===== src/rtl/fp16_mult_norm_if.sv =====
// Stage-1 to stage-2 FP16 multiplier bus: upstream operand/product handshake
// plus the downstream packed-result handshake.
interface fp16_mult_norm_if;
    // valid/ready: a beat moves on a rising edge where valid && ready; the
    // sender holds its payload and valid steady until that edge.
    logic        in_valid;
    logic        in_ready;
    logic [15:0] ao;
    logic [15:0] bo;
    logic [15:0] po;
    logic [19:0] tm;
    logic        out_valid;
    logic        out_ready;
    logic [15:0] result;
    logic        ovf;
    logic        unf;
    logic        inexact;
    logic        nan;

    modport master (
        output in_valid, ao, bo, po, tm, out_ready,
        input  in_ready, out_valid, result, ovf, unf, inexact, nan
    );

    modport slave (
        input  in_valid, ao, bo, po, tm, out_ready,
        output in_ready, out_valid, result, ovf, unf, inexact, nan
    );
endinterface


===== src/rtl/fp16_mult_norm.sv =====
// FP16 multiplier stage 2: rebuilds the significand product, normalizes,
// rounds to nearest-even and resolves specials in a two-register pipeline.
module fp16_mult_norm #(
    parameter logic [4:0]  BIAS = 5'd15,
    parameter logic [15:0] QNAN = 16'h7E00
) (
    input logic             clk,
    input logic             rst,
    fp16_mult_norm_if.slave bus
);
    logic va, vb, adv_b, load_a;

    assign adv_b         = !vb || bus.out_ready;
    assign load_a        = !va || adv_b;
    assign bus.in_ready  = load_a;
    assign bus.out_valid = vb;

    // Stage A decode
    logic [4:0]        ea, eb;
    logic [9:0]        fa, fb;
    logic              a_zero, b_zero, a_inf, b_inf, a_nan, b_nan;
    logic signed [6:0] exp_in;
    logic [21:0]       sig_in;
    logic              unused_po;

    assign ea     = bus.ao[14:10];
    assign eb     = bus.bo[14:10];
    assign fa     = bus.ao[9:0];
    assign fb     = bus.bo[9:0];
    assign a_zero = (ea == 5'd0);
    assign b_zero = (eb == 5'd0);
    assign a_inf  = (ea == 5'd31) && (fa == 10'd0);
    assign b_inf  = (eb == 5'd31) && (fb == 10'd0);
    assign a_nan  = (ea == 5'd31) && (fa != 10'd0);
    assign b_nan  = (eb == 5'd31) && (fb != 10'd0);
    // Widen before adding so the biased sum cannot wrap the way a 5-bit sum would.
    assign exp_in = $signed({2'b00, ea}) + $signed({2'b00, eb}) - $signed({2'b00, BIAS});
    assign sig_in = 22'h100000 + {2'b00, fa, 10'd0} + {2'b00, fb, 10'd0} + {2'b00, bus.tm};
    assign unused_po = ^bus.po[14:0];

    logic signed [6:0] a_exp;
    logic [21:0]       a_sig;
    logic              a_sign, a_spec_nan, a_spec_inf, a_spec_zero;

    always_ff @(posedge clk) begin
        if (rst) begin
            va          <= 1'b0;
            a_exp       <= '0;
            a_sig       <= '0;
            a_sign      <= 1'b0;
            a_spec_nan  <= 1'b0;
            a_spec_inf  <= 1'b0;
            a_spec_zero <= 1'b0;
        end else if (load_a) begin
            va <= bus.in_valid;
            if (bus.in_valid) begin
                a_exp       <= exp_in;
                a_sig       <= sig_in;
                a_sign      <= bus.po[15];
                a_spec_nan  <= a_nan || b_nan || (a_inf && b_zero) || (b_inf && a_zero);
                a_spec_inf  <= a_inf || b_inf;
                a_spec_zero <= a_zero || b_zero;
            end
        end
    end

    // Stage B: normalize, round, pack
    logic [9:0]        m_pre;
    logic              g, s, rnd;
    logic [10:0]       m_sum;
    logic signed [6:0] e_norm, e_rnd;
    logic [15:0]       res_n;
    logic              ovf_n, unf_n, inx_n, nan_n;

    always_comb begin
        m_pre  = a_sig[19:10];
        g      = a_sig[9];
        s      = |a_sig[8:0];
        e_norm = a_exp;
        if (a_sig[21]) begin
            m_pre  = a_sig[20:11];
            g      = a_sig[10];
            s      = |a_sig[9:0];
            e_norm = a_exp + 7'sd1;
        end
        rnd   = g && (s || m_pre[0]);
        m_sum = {1'b0, m_pre} + {10'd0, rnd};
        e_rnd = e_norm + (m_sum[10] ? 7'sd1 : 7'sd0);

        res_n = {a_sign, e_rnd[4:0], m_sum[9:0]};
        ovf_n = 1'b0;
        unf_n = 1'b0;
        inx_n = g || s;
        nan_n = 1'b0;
        if (e_rnd >= 7'sd31) begin
            res_n = {a_sign, 15'h7C00};
            ovf_n = 1'b1;
            inx_n = 1'b1;
        end else if (e_rnd <= 7'sd0) begin
            res_n = {a_sign, 15'h0000};
            unf_n = 1'b1;
            inx_n = 1'b1;
        end
        // Specials override all arithmetic flags.
        if (a_spec_nan || a_spec_inf || a_spec_zero) begin
            ovf_n = 1'b0;
            unf_n = 1'b0;
            inx_n = 1'b0;
            if (a_spec_nan) begin
                res_n = QNAN;
                nan_n = 1'b1;
            end else if (a_spec_inf) begin
                res_n = {a_sign, 15'h7C00};
            end else begin
                res_n = {a_sign, 15'h0000};
            end
        end
    end

    always_ff @(posedge clk) begin
        if (rst) begin
            vb          <= 1'b0;
            bus.result  <= '0;
            bus.ovf     <= 1'b0;
            bus.unf     <= 1'b0;
            bus.inexact <= 1'b0;
            bus.nan     <= 1'b0;
        end else if (adv_b) begin
            vb <= va;
            if (va) begin
                bus.result  <= res_n;
                bus.ovf     <= ovf_n;
                bus.unf     <= unf_n;
                bus.inexact <= inx_n;
                bus.nan     <= nan_n;
            end
        end
    end
endmodule


===== src/flat_wrapper.sv =====
// flat-port wrapper written by rule: the top's interface ports become plain ports
module fp16_mult_norm_flat 
#(
    parameter logic [4:0]  BIAS = 5'd15,
    parameter logic [15:0] QNAN = 16'h7E00
)
  (clk, rst, bus_in_valid, bus_ao, bus_bo, bus_po, bus_tm, bus_out_ready, bus_in_ready, bus_out_valid, bus_result, bus_ovf, bus_unf, bus_inexact, bus_nan);
  fp16_mult_norm_if bus_i ();
  input logic clk;
  input logic rst;
  input wire logic [$bits(bus_i.in_valid)-1:0] bus_in_valid;
  input wire logic [$bits(bus_i.ao)-1:0] bus_ao;
  input wire logic [$bits(bus_i.bo)-1:0] bus_bo;
  input wire logic [$bits(bus_i.po)-1:0] bus_po;
  input wire logic [$bits(bus_i.tm)-1:0] bus_tm;
  input wire logic [$bits(bus_i.out_ready)-1:0] bus_out_ready;
  output wire logic [$bits(bus_i.in_ready)-1:0] bus_in_ready;
  output wire logic [$bits(bus_i.out_valid)-1:0] bus_out_valid;
  output wire logic [$bits(bus_i.result)-1:0] bus_result;
  output wire logic [$bits(bus_i.ovf)-1:0] bus_ovf;
  output wire logic [$bits(bus_i.unf)-1:0] bus_unf;
  output wire logic [$bits(bus_i.inexact)-1:0] bus_inexact;
  output wire logic [$bits(bus_i.nan)-1:0] bus_nan;
  assign bus_i.in_valid = bus_in_valid;
  assign bus_i.ao = bus_ao;
  assign bus_i.bo = bus_bo;
  assign bus_i.po = bus_po;
  assign bus_i.tm = bus_tm;
  assign bus_i.out_ready = bus_out_ready;
  assign bus_in_ready = bus_i.in_ready;
  assign bus_out_valid = bus_i.out_valid;
  assign bus_result = bus_i.result;
  assign bus_ovf = bus_i.ovf;
  assign bus_unf = bus_i.unf;
  assign bus_inexact = bus_i.inexact;
  assign bus_nan = bus_i.nan;
  fp16_mult_norm #(.BIAS(BIAS), .QNAN(QNAN)) u_core (.clk(clk), .rst(rst), .bus(bus_i));
endmodule

===== config.mk =====
export PLATFORM = sky130hd
export DESIGN_NAME = fp16_mult_norm_flat
export DESIGN_NICKNAME = d
export VERILOG_FILES = /design/src/rtl/fp16_mult_norm_if.sv /design/src/rtl/fp16_mult_norm.sv /design/src/flat_wrapper.sv
export SDC_FILE = /design/constraint.sdc
export NUM_CORES = 1
export LEC_CHECK = 0
export ABC_CLOCK_PERIOD_IN_PS = 5800
export CAP_MARGIN = 10
export CELL_PAD_IN_SITES_DETAIL_PLACEMENT = 0
export CELL_PAD_IN_SITES_GLOBAL_PLACEMENT = 1
export CORE_ASPECT_RATIO = 1.2
export CORE_MARGIN = 2
export CORE_UTILIZATION = 37
export CTS_CLUSTER_DIAMETER = 40
export DETAILED_ROUTE_END_ITERATION = 16
export GPL_TIMING_DRIVEN = 0
export PLACE_DENSITY = 0.93
export SLEW_MARGIN = 0
export SYNTH_ARGS = -nofsm -noshare
export SYNTH_HDL_FRONTEND = slang
export SYNTH_SLANG_ARGS = --single-unit

===== constraint.sdc =====
create_clock -name clk -period 5.8 [get_ports clk]
set_input_delay 1.16 -clock clk [delete_from_list [all_inputs] [get_ports clk]]
set_output_delay 1.16 -clock clk [all_outputs]
set_load 0.02 [all_outputs]

==> results of run 1 <==
-- cell usage after synthesis, drive strengths merged, types with 11 or more instances --
master / n / area share [%]
a211oi: 11 / 2.2
a21oi: 50 / 6.7
clkbuf: 16 / 1.6
dfxtp: 55 / 29
fa: 12 / 6.4
ha: 19 / 6.3
inv: 22 / 2.2
nand2: 64 / 6.4
nand3: 13 / 1.7
nor2: 33 / 3.3
nor3: 15 / 2.0
xnor2: 21 / 5.1
-- cell families (layout without fill, tap and decap cells) --
logic type,count (synthesis),count (layout),synth area share [%]
muxes,5,5,1.43
adders and majority gates,31,31,12.7
xor gates and xnor gates,27,27,6.50
AOI/OAI and AO/OA,117,117,22.4
DFF,55,55,29.3
and+or+nand+nor,176,176,23.1
buffers and inverters,44,127,4.53
-- worst max-delay path by stage --
stage                           startpoint                   end  slack, ns  cells past startpoint
after floorplan           u_core.a_sig[21]  u_core.bus.result[8]       1.75                     17
after global placement    u_core.a_sig[21]  u_core.bus.result[1]       1.02                     17
after detailed placement  u_core.a_sig[21]  u_core.bus.result[8]       0.88                     17
after CTS                 u_core.a_sig[21]  u_core.bus.result[1]       0.85                     17
after global routing      u_core.a_sig[21]  u_core.bus.result[1]       0.35                     17
final                     u_core.a_sig[21]  u_core.bus.result[1]       0.90                     17
-- registers in the layout, indices dropped and copies added (netlist names) --
| signal | count |
|---|---|
| u_core.bus.out_valid | 1 |
| u_core.a_spec_nan | 1 |
| u_core.a_exp | 7 |
| u_core.a_spec_inf | 1 |
| u_core.bus.result | 16 |
| u_core.bus.ovf | 1 |
| u_core.a_sig | 22 |
| u_core.va | 1 |
| u_core.bus.nan | 1 |
| u_core.a_spec_zero | 1 |
| u_core.a_sign | 1 |
| u_core.bus.unf | 1 |
| u_core.bus.inexact | 1 |
-- area by class of cell --
cell class	count	share of cell area (%)
buffer	22	1.82
sequential	55	22.9
clock inverter	3	0.571
tap	126	3.27
inverter	22	1.71
timing repair buffer	75	15.6
multi-input combinational	356	51.6
clock buffer	5	2.60
-- layer usage --
metal  wire [um]  vias up  global-route usage [%]  share of wire [%]
li1            -     1798                       -                  -
met1        4170     1633                    22.0                 45
met2        4660      102                    31.7                 50
met3         358       11                    1.84                3.8
met4         189        0                    6.76                2.0
met5           0        -                       0                  0
-- worst max-delay path, cell delays in order (launching register included) --
cell and delay [ns]:
dfxtp_1 0.31, buf_2 0.20, buf_1 0.37, clkbuf_1 0.44, nand2_1 0.08, a21boi_0 0.21
ha_1 0.27, nand4_1 0.14, nor3_1 0.32, and3b_1 0.23, ha_1 0.22, nand3_1 0.13
o22ai_4 0.31, o211ai_2 0.17, a2111oi_4 0.44, o41ai_2 0.24, a2111oi_4 0.54, a22o_1 0.24
-- power groups by stage --
stage	Sequential [mW]	Combinational (mW)	Clock, mW
finish	0.443	0.383	0.319
global route	0.448	0.428	0.336
CTS	0.442	0.384	0.323
detailed placement	0.451	0.381	0
global placement	0.449	0.371	0
floorplan	0.449	0.258	0
-- per-stage QoR --
stage / util (%) / cells / area [sq um]
floorplan: - / 455 / 3760
global placement: 46.8 / 656 / 4660
detailed placement: 46.8 / 656 / 4660
CTS: 48.4 / 664 / 4820
global route: 48.4 / 664 / 4820
finish: 48.4 / 664 / 4820
==> flow_summary.yaml, run 1 <==
worst_setup_path:
  crit_fanout: 10
  rr_endpoint: "u_core.bus.result[1]"
  rr_worst_depth: 17
  r2r-start: "u_core.a_sig[21]"
  worstPathArrival_ns: 5.15
  reg2reg_slack_ns: 0.90
  worstSetupStartpointType: "register"
  worstSetupPathType: "reg -> reg"
  end_kind: "register"
  required_ns: 6.05
synth:
  yosys_warnings: 0
  synth_flop_cell: "dfxtp_1"
  postSynthCellCount: 455
  ys_seq_area_share_pct: 29.3
  synth_area_per_cell_sq_um: 8.26
  syn-num-nets: 558
  synth_seq_cells: 55
  synth_area_sq_mm: 0.00376
  synth_edf_count: 0
  ys_async_sr_fraction_pct: 0
  synth.distinct_cells: 60
cells_and_area:
  final_cell_mix: "clkdlybuf4s50_1 (75), nand2_1 (64), dfxtp_1 (55), a21oi_1 (50), nor2_1 (33)"
  area_growth_pct: 28.2
  layout.nets: 640
  drive_above_1_share_pct: 4.09
  multi_input_area_sq_mm: 0.00248
  n_antenna_cell: 0
  final_common_cell: "clkdlybuf4s50_1"
  fillCellCount: 955
  seq_area_sq_mm: 0.00110
clocking:
  cts_tree: "yes"
  cts.sinks: 55
  clockBufferDepth: 2
  post_cts_resized: 0
  clock_latency_ns: 0.31
  post_cts_buffers: 0
  numCtsBuffers: 5
  cts_hold_buf: 0
  htreeDepth: 2
  cts-root-buf: "clkbuf_16"
  clk_pin_slew_ns: 0.08
drt:
  wl_per_cell_um: 14.1
  antenna_left: 0
  drc: 0
  drt_iter0_drc: 140
  viasPerCell: 5.34
  num_vias: 3544
  routed_wl_um: 9380
  drt_first_pass_iters: 4
timing:
  fin_worst_skew_ns: 0.00874
  tightestPinTransition_ns: 0.692
  fmaxAchievable_ghz: 0.204
  period_share_pct: 84.5
  rsz0062_at_grt: "no"
  layout_setup_ws_ns: 0.898
  finalSetupViolCount: 0
  maxSlewHeadroom_pct: 53.4
  tns_ns: 0
  min_period_ns: 4.90
  holdWs_ns: 0.455
  timing_hold_violations_final: 0
  finalMaxSlewViolations: 0
power:
  p_sw_share_pct: 34.1
  power_mw: 1.14
  p_int_mw: 0.754
  irDropWorstVdd_mv: 0.173
  clkPwrFrac_pct: 27.8
  seqPwrFrac_pct: 38.7
  p_sw_mw: 0.391
  pwr-share-comb_pct: 33.5
  power.density_mw_per_mm2: 238
  leakagePower_nw: 1.83
grt:
  grt_pass1_vias: 3455
  antenna_found_initial: 0
  gr-total-overflow: 0
  grt_use_total_pct: 17.9
  grt_pass1_wl_um: 15600
  grt_max_degree: 20
min_path:
  hold_class: "reg -> reg"
  hold_path_end: "u_core.bus.result[15]"
  min_from: "u_core.bus.result[15]"
  holdPathStages: 2
floorplan:
  die-width_um: 96.0
  coreArea_sq_mm: 0.00996
  die_height_um: 114
  rows: 40
  fp.dieArea_sq_mm: 0.0110
  start_util_pct: 37.7
  top_level_ports: 94
place:
  place.gp.congestion: 0.846
  pre_cts_ws_ns: 0.883
  port_buffers: 75
  dp_hpwl_um: 7670
status:
  status: "completed"
flow_run:
  cap_violations: 0
No activity file was read; power rests on OpenSTA's default activity.
==> run 2, diff against run 1 <==
- ABC_CLOCK_PERIOD_IN_PS: 5800 -> 4400
- CORE_UTILIZATION: 37 -> 33
- PLACE_DENSITY: 0.93 -> 0.88
- clock period: 5.8 -> 4.4 ns (I/O delays scaled with it)
==> run 2 against run 1 <==
  * Core utilization shrank 4.2 points
  * Clock skew decreased by 0.0026 ns
  * Largest cell class unchanged
  * Largest power group unchanged
  * Non-clock buffer count rose by 4
  * Hold slack gained 0.0029 ns
  * Routed wire length rose by 1.3%
==> flow_summary.yaml, run 2 (synthesis results as in run 1) <==
status:
  status: "completed"
floorplan:
  top_level_ports: 94
  die_height_um: 121
  start_util_pct: 33.9
  rows: 42
  fp.dieArea_sq_mm: 0.0123
  coreArea_sq_mm: 0.0111
  die-width_um: 101
cells_and_area:
  largest_register_ffs: 22
  largestRegisters: "u_core.a_sig: 22 flops, u_core.bus.result: 16 flops, u_core.a_exp: 7 flops"
  drive_above_1_share_pct: 5.17
  layout.nets: 644
  final_common_cell: "clkdlybuf4s50_1"
  regMostFlops: "u_core.a_sig"
  design_area_sq_mm: 0.00490
  n_antenna_cell: 0
  area_growth_pct: 30.5
  utilization_pct: 44.2
  final_cell_mix: "clkdlybuf4s50_1 (75), nand2_1 (64), dfxtp_1 (55), a21oi_1 (50), nor2_1 (33)"
worst_setup_path:
  rr_worst_depth: 17
  r2r-start: "u_core.a_sig[21]"
  rr_endpoint: "u_core.bus.result[1]"
  worstSetupStartpointType: "register"
  required_ns: 4.59
  worstSetupPathType: "reg -> reg"
  reg2reg_slack_ns: 0.26
  crit_fanout: 19
  worstPathArrival_ns: 4.33
  end_kind: "register"
clocking:
  clockBufferDepth: 2
  clock_latency_ns: 0.30
  clk_pin_slew_ns: 0.08
  cts-root-buf: "clkbuf_16"
  numCtsBuffers: 5
  htreeDepth: 2
  cts_tree: "yes"
  cts_hold_buf: 0
  cts.sinks: 55
grt:
  gr-total-overflow: 0
  antenna_found_initial: 0
  grt_pass1_vias: 3408
  grt_max_degree: 20
  grt_pass1_wl_um: 16000
  grt_use_total_pct: 15.9
timing:
  period_share_pct: 94.1
  rsz0062_at_grt: "no"
  holdWs_ns: 0.457
  tns_ns: 0
  maxSlewHeadroom_pct: 59.1
  fin_worst_skew_ns: 0.00613
  finalMaxSlewViolations: 0
  timing_hold_violations_final: 0
  fmaxAchievable_ghz: 0.242
  finalSetupViolCount: 0
  tightestPinTransition_ns: 0.611
  min_period_ns: 4.14
drt:
  num_vias: 3576
  drt_first_pass_iters: 4
  drc: 0
  drt_iter0_drc: 158
  viasPerCell: 5.14
  routed_wl_um: 9500
  antenna_left: 0
  wl_per_cell_um: 13.7
power:
  power.density_mw_per_mm2: 309
  leakagePower_nw: 1.88
  irDropWorstVdd_mv: 0.145
place:
  dp_hpwl_um: 7730
  port_buffers: 75
  placed_cell_area_sq_mm: 0.00470
  place.gp.congestion: 0.836
flow_run:
  cap_violations: 0
min_path:
  hold_class: "reg -> reg"
  hold_path_end: "u_core.a_sign"
  holdPathStages: 2
  min_from: "u_core.a_sign"
[run 2: cell types whose count changed in the layout (fill, tap and decap cells not counted)]
cell,delta
clkbuf_4,+1
inv_6,+1
clkbuf_1,-1
o41ai_2,-1
clkinv_4,-1
buf_4,+5
o41ai_4,+1
buf_1,-1
[run 2: area by class of cell]
cell class / count / area, sq um
plain buffers: 21 / 87.6
clock buffers: 5 / 125
clock inverters: 3 / 27.5
inverters: 22 / 82.6
fillers: 1125 / 6190
multi-input cells: 356 / 2500
well taps: 154 / 193
repair buffers: 80 / 788
flip-flops and latches: 55 / 1100
[run 2: per-stage QoR]
step / power (mW) / instances / setup WS [ns]
3_5_place_dp: 1.10 / 684 / -0.447
5_1_grt: 1.60 / 696 / 0.00562
3_3_place_gp: 1.08 / 684 / -0.367
4_1_cts: 1.52 / 694 / 0.0511
2_1_floorplan: 0.933 / 455 / 0.353
6_report: 1.51 / 696 / 0.262
[run 2: what timing repair did]
| item | CTS | global route |
|---|---|---|
| pin swaps | 2 | 2 |
| gates resized for setup | 3 | 1 |
| setup buffers | 2 | 3 |
| endpoints found under the setup margin | 14 | 11 |
[run 2: layer usage]
layer  routed length, um  up-vias  track usage [%]
li1                    -     1808                -
met1                4460     1663             21.3
met2                4520       94             26.5
met3                 339       11             1.90
met4                 178        0             4.98
met5                   0        -                0
[run 2: how the worst max path moves through the flow]
stage / start / end / slack (ns) / depth (start not counted)
final: u_core.a_sig[21] / u_core.bus.result[1] / 0.26 / 17
after CTS: u_core.a_sig[21] / u_core.bus.result[9] / 0.05 / 18
after global routing: u_core.a_sig[21] / u_core.bus.result[1] / 0.006 / 17
after detailed placement: u_core.a_sig[21] / u_core.bus.result[8] / -0.45 / 17
after global placement: u_core.a_sig[21] / u_core.bus.result[1] / -0.37 / 17
after floorplan: u_core.a_sig[21] / u_core.bus.result[8] / 0.35 / 17
[run 2: power by group]
group	leakage, nW	total [mW]	internal (mW)	switching, mW
combinational	1.35	0.516	0.244	0.272
clock	0.0723	0.415	0.217	0.198
sequential	0.452	0.583	0.539	0.0443
total	1.88	1.51	1.00	0.513
[run 2: worst max-delay path, cell delays in order (launching register included)]
cell and delay (ns):
dfxtp_1 0.31, buf_2 0.21, clkbuf_4 0.31, nand2_1 0.07, a21boi_0 0.17, ha_1 0.26
nand4_1 0.14, nor3_1 0.31, and3b_1 0.23, ha_1 0.22, nand3_1 0.14, o22ai_4 0.26
buf_4 0.16, xnor2_1 0.10, o41ai_4 0.58, a2111oi_4 0.10, buf_4 0.20, a22o_1 0.23
